===== src/rtl/param_ring_counter_if.sv =====
// Control and status bundle for param_ring_counter.
// The master drives count controls; the slave (the counter) returns its registered state and pulses.
interface param_ring_counter_if #(
  parameter int WIDTH = 8
);
  logic             en;
  logic             mode;
  logic             dir;
  logic             load;
  logic [WIDTH-1:0] load_val;
  logic [WIDTH-1:0] q;
  logic             wrap;
  logic             err;
  logic             err_sticky;

  modport master (
    output en, mode, dir, load, load_val,
    input  q, wrap, err, err_sticky
  );

  modport slave (
    input  en, mode, dir, load, load_val,
    output q, wrap, err, err_sticky
  );
endinterface


===== src/rtl/param_ring_counter.sv =====
// Parametrised one-hot / Johnson shift-register counter with up/down stepping,
// parallel load, self-correction of illegal states and registered wrap/err pulses.
module param_ring_counter #(
  parameter int WIDTH = 8
) (
  input  logic                 clk,
  input  logic                 rst,
  param_ring_counter_if.slave  bus
);

  localparam int CW = $clog2(WIDTH + 1);

  logic [WIDTH-1:0] q_q, q_d;
  logic             wrap_q, wrap_d;
  logic             err_q, err_d;
  logic             err_sticky_q, err_sticky_d;

  logic [CW-1:0]    pop_cnt;
  logic [CW-1:0]    trans_cnt;
  logic             legal;
  logic [WIDTH-1:0] home;
  logic [WIDTH-1:0] step_val;

  // Ones count for ring legality and adjacent-bit transition count (non-circular) for Johnson.
  always_comb begin
    pop_cnt   = '0;
    trans_cnt = '0;
    for (int i = 0; i < WIDTH; i++) begin
      pop_cnt = pop_cnt + CW'(q_q[i]);
    end
    for (int i = 0; i < WIDTH - 1; i++) begin
      trans_cnt = trans_cnt + CW'(q_q[i] ^ q_q[i+1]);
    end
  end

  assign legal = bus.mode ? (trans_cnt <= CW'(1)) : (pop_cnt == CW'(1));
  assign home  = bus.mode ? '0 : {{(WIDTH-1){1'b0}}, 1'b1};

  always_comb begin
    unique case ({bus.mode, bus.dir})
      2'b00:   step_val = {q_q[WIDTH-2:0], q_q[WIDTH-1]};
      2'b01:   step_val = {q_q[0], q_q[WIDTH-1:1]};
      2'b10:   step_val = {q_q[WIDTH-2:0], ~q_q[WIDTH-1]};
      default: step_val = {~q_q[0], q_q[WIDTH-1:1]};
    endcase
  end

  always_comb begin
    // NOTE: every signal written here gets a default first, so no path leaves it unassigned and no latch is inferred.
    q_d    = q_q;
    wrap_d = 1'b0;
    err_d  = 1'b0;
    if (bus.load) begin
      q_d = bus.load_val;
    end else if (bus.en) begin
      if (legal) begin
        q_d    = step_val;
        wrap_d = (step_val == home);
      end else begin
        q_d   = home;
        err_d = 1'b1;
      end
    end
    err_sticky_d = err_sticky_q | err_d;
  end

  always_ff @(posedge clk or posedge rst) begin
    // NOTE: state flops use non-blocking assignments so every flop samples pre-edge values, matching hardware.
    if (rst) begin
      q_q          <= {{(WIDTH-1){1'b0}}, 1'b1};
      wrap_q       <= 1'b0;
      err_q        <= 1'b0;
      err_sticky_q <= 1'b0;
    end else begin
      q_q          <= q_d;
      wrap_q       <= wrap_d;
      err_q        <= err_d;
      err_sticky_q <= err_sticky_d;
    end
  end

  assign bus.q          = q_q;
  assign bus.wrap       = wrap_q;
  assign bus.err        = err_q;
  assign bus.err_sticky = err_sticky_q;

endmodule


===== src/flat_wrapper.sv =====
// flat-port wrapper written by rule: the top's interface ports become plain ports
module param_ring_counter_flat 
#(
  parameter int WIDTH = 8
)
  (clk, rst, bus_en, bus_mode, bus_dir, bus_load, bus_load_val, bus_q, bus_wrap, bus_err, bus_err_sticky);
  param_ring_counter_if #(.WIDTH(WIDTH)) bus_i ();
  input  logic clk;
  input  logic rst;
  input wire logic [$bits(bus_i.en)-1:0] bus_en;
  input wire logic [$bits(bus_i.mode)-1:0] bus_mode;
  input wire logic [$bits(bus_i.dir)-1:0] bus_dir;
  input wire logic [$bits(bus_i.load)-1:0] bus_load;
  input wire logic [$bits(bus_i.load_val)-1:0] bus_load_val;
  output wire logic [$bits(bus_i.q)-1:0] bus_q;
  output wire logic [$bits(bus_i.wrap)-1:0] bus_wrap;
  output wire logic [$bits(bus_i.err)-1:0] bus_err;
  output wire logic [$bits(bus_i.err_sticky)-1:0] bus_err_sticky;
  assign bus_i.en = bus_en;
  assign bus_i.mode = bus_mode;
  assign bus_i.dir = bus_dir;
  assign bus_i.load = bus_load;
  assign bus_i.load_val = bus_load_val;
  assign bus_q = bus_i.q;
  assign bus_wrap = bus_i.wrap;
  assign bus_err = bus_i.err;
  assign bus_err_sticky = bus_i.err_sticky;
  param_ring_counter #(.WIDTH(WIDTH)) u_core (.clk(clk), .rst(rst), .bus(bus_i));
endmodule

===== config.mk =====
export PLATFORM = sky130hd
export DESIGN_NAME = param_ring_counter_flat
export DESIGN_NICKNAME = d
export VERILOG_FILES = /design/src/rtl/param_ring_counter_if.sv /design/src/rtl/param_ring_counter.sv /design/src/flat_wrapper.sv
export SDC_FILE = /design/constraint.sdc
export NUM_CORES = 1
export LEC_CHECK = 0
export ABC_CLOCK_PERIOD_IN_PS = 5150
export CAP_MARGIN = 15
export CORE_UTILIZATION = 40
export DETAILED_ROUTE_END_ITERATION = 10
export GPL_TIMING_DRIVEN = 0
export MAX_ROUTING_LAYER = met4
export PLACE_DENSITY = 0.76
export SLEW_MARGIN = 15
export SYNTH_ARGS = -nofsm -noshare
export SYNTH_HDL_FRONTEND = slang
export SYNTH_SLANG_ARGS = --single-unit

===== constraint.sdc =====
create_clock -name clk -period 5.15 [get_ports clk]
set_input_delay 1.03 -clock clk [delete_from_list [all_inputs] [get_ports clk]]
set_output_delay 1.03 -clock clk [all_outputs]
set_load 0.02 [all_outputs]

==> impl_metrics.toml <==
[logic_synthesis]
synth.avg_cell_area_sq_um = 9.254
synth_top_area_cell = "dfrtp_1"
number_of_enable_type_register_cells_in_the_synthesized_netlist = 0
synth.net_count = 131
synth_seq_area_share = 0.2819
synth_top_cells_by_area = "dfrtp_1, fa_1, mux2i_1, inv_1, a21oi_1"
post_synth_inst_count = 106
synth.ff_latch_count = 11
yosysWarningCount = 0
synthArstFlopShare = 1.000
synth_flop_cell = "dfrtp_1"
synth_cell_type_count = 26
synth_top_area_frac = 0.2551
syn-cell-area_sq_um = 980.9

[floorplan]
io_pins = 25
die_x_microns = 51.52
standard_cell_row_count = 17
core_sq_um = 2255
dieArea_sq_um = 2654
die_height_microns = 51.52
initial_core_util = 0.4351

[sta]
finalSetupViolations = 0
hold_slack_ps = 473.0
timing_worst_slew_pin_value_ps = 557.9
clock.fmax_ghz = 0.2548
worst_clock_skew_ps = 1.977
layout_worst_path_cycle_share = 0.7620
timing.final.crit_period_ps = 3924
rsz_0062_raised_after_global_routing = "no"
hold_viol_final = 0
finalWorstSetupSlack_ps = 1226
slew_viol_final = 0
totalNegativeSetupSlack_ps = 0
slew_headroom = 0.6280

[power]
irDropWorstVdd_uv = 287.0
p_leak_nw = 0.5386
totalPowerFinal_w = 0.0005402
power_density_nw_per_um2 = 431.3

[clocking]
postCtsHoldBufs = 0
clk_latency_ps = 260
cts-resized-gates = 0
total_number_of_h_tree_levels = 1
tritoncts.num_buffers = 3
clk_sink_count = 11
cts.reportedPaths.clkPinSlew_ps = 70
cts_post_setup_buffers_inserted = 0
cts_root_buffer = "clkbuf_4"
clockBufferDepth = 2
tritoncts_clock_tree = "done"

[global_route]
grt_antenna_before_repair = 0
gr-usage-all-layers = 0.1871
grt_pass1_vias = 807
grt_start_max_net_pins = 12
grt_first_pass_wirelength_microns = 3560
grt-ovfl-total = 0

[critical_path]
worst_setup_path_end_kind = "flop"
critical-path-max-stage-delay_ps = 510
path_class = "reg -> reg"
critPathArrivalTime_ps = 4110
crit_chain = "ha_1 > inv_1 > fa_1 > fa_1 > fa_1 > fa_1 > nor4bb_1 > a31oi_1 > a211o_4 > o21ai_1"
most_frequent_cell_on_critical_path = "fa_1"
r2r_setup_slack_ps = 1230
cpMaxStageDelayCell = "fa_1"
setup.worst_path.start_class = "flop"
timing.critical_path.required_ps = 5340
crit_fanout = 8

[detailed_routing]
route.final.wire_length_microns = 2232
post_drt_via_cell_ratio = 5.346
wirelength_per_cell_microns = 14.04
routed_antenna_nets = 0
route.vias.total = 850
drt_drc_violations_left = 0
detailedRoute.firstPassIterationCount = 4
drt-initial-drc-count = 27

[min_path]
min-delay-path-class = "reg -> reg"

[flow_run]
cap_viol_max_count = 0

[outcome]
status = "completed"

[placed_design]
postPlaceCellArea_sq_um = 1226
routabilityCongestion = 0.8946
post-place-ws_ps = 1260
numPortBuffers = 21
detailed_place_hpwl_microns = 1784

[cells_and_area]
antenna_cells_inserted = 0
syn_to_final_growth_pct = 27.68
stdcell_area_sq_um = 1252
final_net_count = 157
drive_gt1_frac = 0.06107
path summary, 6_finish.rpt:
| path | cells after the start | endpoint | start |
|---|---|---|---|
| min reg2reg | 1 | u_core.bus.err_sticky | u_core.bus.err_sticky |
| min | 1 | u_core.bus.err_sticky | u_core.bus.err_sticky |
| max reg2reg | 10 | u_core.bus.q[6] | u_core.bus.q[1] |
| max in group asynchronous | 2 | u_core.bus.q[0] | rst |
| max | 10 | u_core.bus.q[6] | u_core.bus.q[1] |
| min in group asynchronous | 2 | u_core.bus.wrap | rst |
through the flow:
step,std cells,util
3_5_place_dp,155,0.5438
5_1_grt,159,0.5555
3_3_place_gp,155,0.5438
2_1_floorplan,106,-
6_report,159,0.5555
4_1_cts,159,0.5555
cell usage after synthesis, types with 3 or more instances:
master / n
nor3_1: 9
ha_1: 4
o21ai_1: 6
xnor2_1: 3
mux2i_1: 7
dfrtp_1: 10
xor2_1: 5
fa_1: 7
clkbuf_1: 9
inv_1: 15
nor2_1: 3
a21oi_1: 10
state kept, by name (all words and copies together), names as in the netlist:
register and cells:
u_core.bus.err 1, u_core.bus.err_sticky 1, u_core.bus.q 8, u_core.bus.wrap 1
layer usage:
metal / track usage / part of all wire / routed length [microns]
met5: - / 0 / 0
met4: 0.05405 / 0 / 0
met2: 0.2987 / 0.49 / 1084
met3: 0.04971 / 0.056 / 124
met1: 0.2333 / 0.46 / 1023
cells in the final DEF (no fill, tap or decap), drive strengths merged:
cell	count
a221oi	1
nand2	1
o21bai	1
a211o	1
nand2b	2
o21ai	8
xnor2	3
and4bb	1
a31oi	1
inv	15
dfrtp	10
nor4	2
nor3	9
xor2	5
mux2i	7
a21oi	10
ha	4
clkbuf	13
nor3b	2
a41oi	1
fa	7
dfstp	1
nor4bb	1
nor2	3
clkdlybuf4s50	21
nor4b	1
worst max-delay path: cells and delay by family (launching register included):
family / cells / cell delay (ps)
compound gates: 3 / 720
buf+inv: 1 / 70
flops: 1 / 500
simple gates: 1 / 310
fa+ha+maj: 5 / 2250
cells by family (layout without fill, tap and decap cells):
group,Yosys count,after routing,share of synthesized area
compound gates,23,23,0.1493
fa+ha+maj,11,11,0.1939
flops,11,11,0.2819
mux,7,7,0.07143
xor+xnor,8,8,0.07143
buf+inv,24,49,0.09183
simple gates,22,22,0.1403
final cells by class:
| class | instances | area (sq um) |
|---|---|---|
| inverter | 15 | 56.30 |
| sequential | 11 | 276.5 |
| tap | 28 | 35.03 |
| multi-input combinational | 71 | 614.3 |
| fill | 213 | 1002 |
| timing repair buffer | 21 | 210.2 |
| buffer | 9 | 33.78 |
| clock buffer | 4 | 26.28 |
where the power goes:
part	internal, W	switching [W]
Sequential	0.000103	0.0000175
Clock	0.0000300	0.0000269
Combinational	0.000164	0.000199
Power figures use the tool's default switching activity.
